File: src/rtl/pe_array_pkg.sv
// Shared definitions for the PE_array job sequencer: default sizing
// constants, the sequencer state encoding and the job depth helper.
package pe_array_pkg;

   localparam int DEF_ROW_LENGTH = 7;
   localparam int DEF_O_CH       = 3;
   localparam int DEF_K          = 1;
   localparam int DEF_WIDTH      = 14;
   localparam int DEF_DATA_W     = 27;
   localparam int DEF_DRAIN_LAT  = 3;

   typedef enum logic [2:0] {
      ST_IDLE    = 3'd0,
      ST_FILL    = 3'd1,
      ST_CLEAR   = 3'd2,
      ST_STREAM  = 3'd3,
      ST_WAIT    = 3'd4,
      ST_COLLECT = 3'd5,
      ST_DRAIN   = 3'd6
   } state_e;

   // One job holds, per PE column and run, one activation plus O_CH weights.
   function automatic int calc_depth(input int row_length, input int o_ch, input int k);
      return (o_ch + 1) * row_length * k;
   endfunction

endpackage

File: src/rtl/pe_array_seq_job_buf.sv
// Job word buffer: DEPTH x DATA_W register file, one write port and one
// combinational read port. Filled during FILL, read out during STREAM.
module seq_job_buf #(
   parameter int DEPTH  = 28,
   parameter int DATA_W = 27,
   parameter int AW     = 5
) (
   input  logic              clk_in,
   input  logic              we_i,
   input  logic [AW-1:0]     waddr_i,
   input  logic [DATA_W-1:0] wdata_i,
   input  logic [AW-1:0]     raddr_i,
   output logic [DATA_W-1:0] rdata_o
);

   logic [DATA_W-1:0] mem_q [DEPTH];

   // Write port: contents are never reset, a job always overwrites every entry.
   always_ff @(posedge clk_in) begin
      if (we_i) mem_q[waddr_i] <= wdata_i;
   end

   assign rdata_o = mem_q[raddr_i];

endmodule

File: src/rtl/pe_array_seq.sv
// Job sequencer in front of PE_array. Buffers a full job from the upstream
// stream, clears the array, streams the job gaplessly, captures the O_CH
// partial sums at fixed latency and hands them downstream over valid/ready.
// Optional build macro PE_SEQ_PERF_EN adds perf_cycles_out, a saturating
// count of busy cycles for the current/last job.
module pe_array_seq
   import pe_array_pkg::*;
#(
   parameter int ROW_LENGTH = DEF_ROW_LENGTH,
   parameter int O_CH       = DEF_O_CH,
   parameter int K          = DEF_K,
   parameter int WIDTH      = DEF_WIDTH,
   parameter int DATA_W     = DEF_DATA_W,
   parameter int DRAIN_LAT  = DEF_DRAIN_LAT
) (
   input  logic              clk_in,
   input  logic              rst_in,
   input  logic              start_in,
   output logic              busy_out,
   output logic              done_out,
   input  logic              src_valid_in,
   input  logic [DATA_W-1:0] src_data_in,
   output logic              src_ready_out,
   output logic [DATA_W-1:0] pe_data_out,
   output logic              pe_rst_out,
   input  logic [WIDTH-1:0]  pe_psum_in,
   output logic              psum_valid_out,
   output logic [WIDTH-1:0]  psum_data_out,
   input  logic              psum_ready_in
`ifdef PE_SEQ_PERF_EN
  ,output logic [15:0]       perf_cycles_out
`endif
);

   localparam int DEPTH = calc_depth(ROW_LENGTH, O_CH, K);
   localparam int PTR_W = (DEPTH > 1) ? $clog2(DEPTH) : 1;
   localparam int IDX_W = (O_CH > 1) ? $clog2(O_CH) : 1;
   localparam int CNT_W = 8;
   localparam logic [PTR_W-1:0] LAST_PTR = PTR_W'(DEPTH - 1);
   localparam logic [IDX_W-1:0] LAST_IDX = IDX_W'(O_CH - 1);

   state_e            state_q, state_d;
   logic [PTR_W-1:0]  wr_ptr_q, wr_ptr_d;
   logic [PTR_W-1:0]  rd_ptr_q, rd_ptr_d;
   logic [CNT_W-1:0]  cnt_q, cnt_d;
   logic [IDX_W-1:0]  idx_q, idx_d;
   logic              done_q, done_d;
   logic [DATA_W-1:0] pe_data_q, pe_data_d;
   logic [WIDTH-1:0]  res_q [O_CH];
   logic              src_fire;
   logic [PTR_W-1:0]  buf_raddr;
   logic [DATA_W-1:0] buf_rdata;

   assign src_fire = (state_q == ST_FILL) && src_valid_in;

   // The read address runs one word ahead of pe_data_out so the output can
   // be registered without a bubble: CLEAR preloads word 0.
   assign buf_raddr = (state_q == ST_STREAM && rd_ptr_q != LAST_PTR) ?
                      rd_ptr_q + PTR_W'(1) : '0;

   seq_job_buf #(
      .DEPTH  (DEPTH),
      .DATA_W (DATA_W),
      .AW     (PTR_W)
   ) u_buf (
      .clk_in  (clk_in),
      .we_i    (src_fire),
      .waddr_i (wr_ptr_q),
      .wdata_i (src_data_in),
      .raddr_i (buf_raddr),
      .rdata_o (buf_rdata)
   );

   // Next-state, pointer and counter logic for the job sequence.
   always_comb begin
      state_d   = state_q;
      wr_ptr_d  = wr_ptr_q;
      rd_ptr_d  = rd_ptr_q;
      cnt_d     = cnt_q;
      idx_d     = idx_q;
      done_d    = 1'b0;
      pe_data_d = pe_data_q;
      case (state_q)
         ST_IDLE: begin
            // done_q blocks a start held over from the previous job's done cycle
            if (start_in && !done_q) begin
               state_d  = ST_FILL;
               wr_ptr_d = '0;
            end
         end
         ST_FILL: begin
            if (src_valid_in) begin
               if (wr_ptr_q == LAST_PTR) state_d = ST_CLEAR;
               else                      wr_ptr_d = wr_ptr_q + PTR_W'(1);
            end
         end
         ST_CLEAR: begin
            state_d   = ST_STREAM;
            rd_ptr_d  = '0;
            pe_data_d = buf_rdata;
         end
         ST_STREAM: begin
            if (rd_ptr_q == LAST_PTR) begin
               state_d = (DRAIN_LAT > 1) ? ST_WAIT : ST_COLLECT;
               cnt_d   = '0;
            end else begin
               rd_ptr_d  = rd_ptr_q + PTR_W'(1);
               pe_data_d = buf_rdata;
            end
         end
         ST_WAIT: begin
            if (cnt_q == CNT_W'(DRAIN_LAT - 2)) begin
               state_d = ST_COLLECT;
               cnt_d   = '0;
            end else begin
               cnt_d = cnt_q + CNT_W'(1);
            end
         end
         ST_COLLECT: begin
            if (cnt_q == CNT_W'(O_CH - 1)) begin
               state_d = ST_DRAIN;
               idx_d   = '0;
            end else begin
               cnt_d = cnt_q + CNT_W'(1);
            end
         end
         ST_DRAIN: begin
            if (psum_ready_in) begin
               if (idx_q == LAST_IDX) begin
                  state_d = ST_IDLE;
                  done_d  = 1'b1;
               end else begin
                  idx_d = idx_q + IDX_W'(1);
               end
            end
         end
         default: state_d = ST_IDLE;
      endcase
   end

   // Control state and the registered PE data word.
   always_ff @(posedge clk_in) begin
      if (rst_in) begin
         state_q   <= ST_IDLE;
         wr_ptr_q  <= '0;
         rd_ptr_q  <= '0;
         cnt_q     <= '0;
         idx_q     <= '0;
         done_q    <= 1'b0;
         pe_data_q <= '0;
      end else begin
         state_q   <= state_d;
         wr_ptr_q  <= wr_ptr_d;
         rd_ptr_q  <= rd_ptr_d;
         cnt_q     <= cnt_d;
         idx_q     <= idx_d;
         done_q    <= done_d;
         pe_data_q <= pe_data_d;
      end
   end

   // PE_array cannot stall, so psums are captured unconditionally in COLLECT.
   always_ff @(posedge clk_in) begin
      if (state_q == ST_COLLECT) res_q[cnt_q[IDX_W-1:0]] <= pe_psum_in;
   end

   assign busy_out       = (state_q != ST_IDLE);
   assign done_out       = done_q;
   assign src_ready_out  = (state_q == ST_FILL);
   assign pe_data_out    = pe_data_q;
   assign pe_rst_out     = (state_q == ST_STREAM) || (state_q == ST_WAIT) ||
                           (state_q == ST_COLLECT) || (state_q == ST_DRAIN);
   assign psum_valid_out = (state_q == ST_DRAIN);
   assign psum_data_out  = (state_q == ST_DRAIN) ? res_q[idx_q] : '0;

`ifdef PE_SEQ_PERF_EN
   logic [15:0] perf_q;

   function automatic logic [15:0] sat_inc16(input logic [15:0] v);
      return (v == 16'hFFFF) ? v : v + 16'd1;
   endfunction

   // Busy-cycle counter: restarts when a job is accepted, holds in IDLE.
   always_ff @(posedge clk_in) begin
      if (rst_in)                                       perf_q <= '0;
      else if (state_q == ST_IDLE && start_in && !done_q) perf_q <= '0;
      else if (state_q != ST_IDLE)                      perf_q <= sat_inc16(perf_q);
   end

   assign perf_cycles_out = perf_q;
`else
   // No busy-cycle counter in this build.
`endif

endmodule

File: config.mk
export PLATFORM = sky130hd
export DESIGN_NAME = pe_array_seq
export DESIGN_NICKNAME = d
export VERILOG_FILES = /design/src/rtl/pe_array_pkg.sv /design/src/rtl/pe_array_seq_job_buf.sv /design/src/rtl/pe_array_seq.sv
export SDC_FILE = /design/constraint.sdc
export NUM_CORES = 1
export LEC_CHECK = 0
export ABC_AREA = 0
export CORE_UTILIZATION = 30
export DETAILED_ROUTE_END_ITERATION = 8
export GPL_ROUTABILITY_DRIVEN = 1
export PLACE_DENSITY = 0.53
export SKIP_CTS_REPAIR_TIMING = 1
export SLEW_MARGIN = 0
export SYNTH_ARGS = -nofsm -noshare
export SYNTH_HDL_FRONTEND = slang
export SYNTH_SLANG_ARGS = --single-unit
File: constraint.sdc
create_clock -name clk_in -period 7.64 [get_ports clk_in]
set_input_delay 1.528 -clock clk_in [delete_from_list [all_inputs] [get_ports clk_in]]
set_output_delay 1.528 -clock clk_in [all_outputs]
set_load 0.05 [all_outputs]
[Word level (Yosys, flattened, before mapping)]
Memory sizes are Yosys's and may differ from the RTL's. A register that Yosys moved wholly into a read port is not among the register bits.
Index checks and enable logic that the tools add are counted.
Storage, ports and cells
  RAM bits: 798
  logic and storage cells: 92
  memory bits (read-only): 0
  memories: 2
  bits in registers: 51
  bits in latches: 0
Memory list
  u_buf.mem_q: depth 28, bits a word 27, read ports 1, clocked after memory_dff 0, write ports 1, RTL line pe_array_seq_job_buf.sv:16  | logic [DATA_W-1:0] mem_q [DEPTH];
  res_q: depth 3, bits a word 14, read ports 1, clocked after memory_dff 1, write ports 1, RTL line pe_array_seq.sv:49  | logic [WIDTH-1:0] res_q [O_CH];
Operators by class
  muxes and demuxes: 34
  reductions and logical operators: 19
  shifts and indexed selects: 0
  div/mod/pow operators: 0
  $mul: 0
  $add $sub $neg: 4
  bitwise logic cells: 2
  equality and inequality tests: 24
  order comparisons: 0
Operators with widths (number)
  $pmux 27 s2: 1
  $mux 27: 1
  $mux 5: 5
  $mux 3: 8
  $mux 8: 3
  $pmux 8 s3: 1
  $pmux 3 s7: 1
  $pmux 5 s2: 2
  $ne 2x2->1 const B: 8
  $mux 14: 1
  $add 5x1->5 const B: 2
  $eq 5x5->1 const B: 2
  $mux 2: 5
  $eq 3x3->1 const B: 3
  $add 8x1->8 const B: 1
  $eq 8x1->1 const B: 1
  $eq 8x2->1 const B: 1
  $ne 2x1->1 const B: 4
  $reduce_and 4->1: 2
  $reduce_and 8->1: 1
  $eq 3x2->1 const B: 2
  $reduce_bool 2->1: 3
  $reduce_bool 3->1: 2
  $mux 1: 5
  13 further kinds: 18

[Depth between registers and ports, before layout]
  word-level depth: 6
  mapped depth: 11
  gate-level depth less buffers: 8

[By module]
A second synthesis with hierarchy kept.
Unflattened totals
  cell total of the unflattened synthesis: 1915
  area, all modules: 33379.5 µm²
By module, submodules not included
  seq_job_buf: area each 29286.8 µm², times used 1, cells each 1498
  pe_array_seq: area each 4092.7 µm², times used 1, cells each 417

[Worst setup path before layout]
OpenSTA, ideal clock, no wires.
  path type: input -> register
  start point: in src_valid_in
  end point: mem u_buf.mem_q[27][0], enable pin
  stages: 3
  slack: 4.178 ns
  library setup time: 0.411 ns
  required time: 7.229 ns
  arrival time: 3.052 ns
  path through: and3_1 nand2_1 nor2_1
On the way
  word-level cells in the longest chain between the ends: 3
Ends and longest elaborated chain
  start, declared: RTL line pe_array_seq.sv:21  | input logic src_valid_in,
  $logic_and 1x1->1: RTL line pe_array_seq.sv:54  | assign src_fire = (state_q == ST_FILL) && src_valid_in;
  $mux 1: RTL line pe_array_seq_job_buf.sv:20  | if (we_i) mem_q[waddr_i] <= wdata_i;
  $mux 1 (implied by the code): RTL line pe_array_seq_job_buf.sv:20
  end, declared: RTL line pe_array_seq_job_buf.sv:16
Every way passes these cells.

[Final worst setup path]
  start point: reg state_q[1]
  end point: out psum_valid_out
On the way
  word-level cells in the longest chain between the ends: 1
Ends and longest elaborated chain
  start, declared: RTL line pe_array_seq.sv:42  | state_e state_q, state_d;
  start signal, assigned: RTL line pe_array_seq.sv:152  | state_q <= state_d;
  $eq 3x3->1: RTL line pe_array_seq.sv:173  | assign psum_valid_out = (state_q == ST_DRAIN);
  end, declared: RTL line pe_array_seq.sv:27  | output logic psum_valid_out,
Every way passes these cells.

==> flow_metrics.tcl <==
set metrics [dict create \
    dp_slack_ps 3460 \
    synth_area_leaders "edfxtp_1 72%, dfxtp_1 3.2%, mux2i_1 2.6%" \
    ys_seq_area_share_pct 75.1 \
    die_y_um 335 \
    p_leak_uw 0.0122 \
    synth.avg_cell_area_um2 16.2 \
    path_clk_slew_ps 60 \
    fin_ws_ps 3020 \
    mostFrequentLayoutCell "edfxtp_1" \
    layout.nets 2218 \
    grt_pass1_vias 19000 \
    ys.flop_type "edfxtp_1" \
    rsz0062_at_grt "no" \
    async_flop_share_pct 0 \
    power_density_mw_per_mm2 268 \
    start_util_pct 30.4 \
    dr.pass1.iters 5 \
    routedWlPerCell_um 23.1 \
    min_period_ps 4620 \
    start_kind "flip-flop" \
    grt_start_max_net_pins 137 \
    cts_max_path_buffers 3 \
    netlist_area_mm2 0.0333 \
    critPathMaxFanout 16 \
    routed_wl_um 85800 \
    slowest_stage "clkdlybuf4s50_1" \
    synth_cells 2061 \
    drc_errors 0 \
    dp_hpwl_um 51200 \
    yosysTopAreaCellShare_pct 72.0 \
    synth_edf_count 798 \
    finalHoldViolCount 0 \
    hold_path_class "flip-flop to flip-flop" \
    area_growth_pct 16.8 \
    drive_above_1_share_pct 14.1 \
    h-tree-depth 3 \
    ys_warn_count 0 \
    die_x_um 335 \
    root_buffer "clkbuf_16" \
    status "complete, no violations" \
    finalMaxSlewViolations 0 \
    crit_type "flip-flop to primary output" \
    skew_ps 24.0 \
    worstPathArrival_ps 3100 \
    clock_sinks 851 \
    finalCritPeriodShare_pct 60.5 \
    grt_first_pass_wirelength_um 126000 \
    syn_nets 2117 \
    ys_ff_latch 851 \
    ios 92 \
    slowest_delay_ps 860 \
    grt_usage_pct 15.0 \
    finalSetupTns_ps 0 \
    peakVddDrop_v 0.000166 \
    cts-buffers-inserted 87 \
    drt_iter0_drc 1645 \
    max_freq_mhz 216 \
    vias 18800 \
    synth_cell_types 68 \
    portBuffers 91 \
    globalplace.congestion 0.793 \
    clk_latency_ps 650 \
    critical_path_required_ps 6110 \
    crit_chain "nand3b_1, inv_1, clkdlybuf4s50_1" \
    ant_nets 0 \
    via_per_inst 5.07 \
    mostFrequentLayoutCells "798 x edfxtp_1, 144 x nor2_1, 119 x a21oi_1, 90 x clkdlybuf4s50_1, 88 x clkbuf_16" \
    drv_cap 0 \
    cp-end-kind "primary output" \
    tightestPinTransition_ps 1420 \
    dieArea_mm2 0.112 \
    cts_tree "done" \
    rows 121 \
    relSlewSlack_pct 5.13 \
    grt_overflow_total 0 \
    setup_violations 0 \
    core_area_mm2 0.109 \
    antenna_found_initial 4 \
    yosysTopAreaCell "edfxtp_1" \
]
metrics by stage:
step	utilization, %	std cells	power [uW]	hold WS (ps)	cell area, um2
final	35.5	3712	10400	495	38900
after global routing	35.5	3711	10800	507	38900
after CTS	35.5	3711	10500	501	38900
after detailed placement	33.0	3549	6340	494	36100
after global placement	33.0	3549	6330	464	36100
after floorplan	-	2061	5900	450	33300
report_power, final:
part           total, uW  leakage (uW)  internal [uW]  switching (uW)
logic                985       0.00321            314             671
registers           5260       0.00760           5180            77.8
clock network       4190       0.00137           2420            1770
total              10400        0.0122           7910            2520
worst paths after layout:
check             depth (start not counted)               to  slack (ps)   startpoint
setup / recovery                          3   psum_valid_out        3020   state_q[1]
hold / removal                            2        flip-flop         500     idx_q[1]
hold reg to reg                           2        flip-flop         500     idx_q[1]
setup reg to reg                          7  pe_data_out[21]        3510  rd_ptr_q[0]
per-layer routing:
| layer | up-vias | wire length [um] | global-route usage (%) |
|---|---|---|---|
| met5 | - | 34 | 0 |
| li1 | 8410 | - | - |
| met4 | 6 | 1770 | 4.42 |
| met3 | 117 | 5250 | 2.42 |
| met1 | 9670 | 38300 | 20.7 |
| met2 | 609 | 40400 | 24.4 |
flip-flops by register name (all words and copies together) (netlist names), named ones only:
register     count
res_q           42
rd_ptr_q         5
pe_data_out     27
done_out         1
state_q          3
wr_ptr_q         5
u_buf.mem_q    756
idx_q            2
cnt_q            8
cell usage after synthesis, types with 7 or more instances:
cell       count
buf_6          7
o21ai_0       59
o2111a_1      16
and2_1        23
o221ai_1      43
inv_1         12
buf_2         17
xor2_1         9
nor4_2        10
mux4_2        27
a2bb2oi_1     16
a31oi_1       22
a221o_1       16
a221oi_1      11
clkbuf_1      90
a22oi_1       27
o211a_1       10
o31a_1        11
dfxtp_1       53
ha_1          10
a22o_1        17
nor3_1        21
edfxtp_1     798
o22ai_1       38
o211ai_1      17
nand3_1       22
o22a_1        10
a211oi_1      28
nand2_1       60
nand4_1        7
a21oi_1      121
mux2i_1       85
mux2_2        49
nor2_1       174
and3_1         7
buf_1         16
a211o_1       16
nor2b_1       30
cell families (layout without fill, tap and decap cells):
| logic type | after synthesis | count (layout) | share of synthesized area, % |
|---|---|---|---|
| buffers and inverters | 143 | 317 | 1.84 |
| multiplexers | 161 | 161 | 6.04 |
| adder cells (fa/ha/maj) | 10 | 10 | 0.376 |
| XOR/XNOR | 15 | 15 | 0.451 |
| AO/OA/AOI/OAI | 494 | 494 | 10.4 |
| flip-flops | 851 | 851 | 75.1 |
| other | 0 | 1 | 0 |
| AND/OR/NAND/NOR | 387 | 387 | 5.70 |
cell type report:
cell class | count | area [um2]
clock buffer | 114 | 2350
antenna | 1 | 2.50
timing repair buffer | 143 | 1310
sequential | 851 | 25000
inverter | 12 | 45.0
clock inverter | 48 | 463
tap | 1476 | 1850
fill | 10200 | 70600
multi-input combinational | 1067 | 7840
critical path: cells and delay by family (launching register included):
family | cells | cell delay [ps]
AND/OR/NAND/NOR | 1 | 610
buffers and inverters | 2 | 1160
flip-flops | 1 | 690
Note: power is estimated with default switching activity, not from simulation.
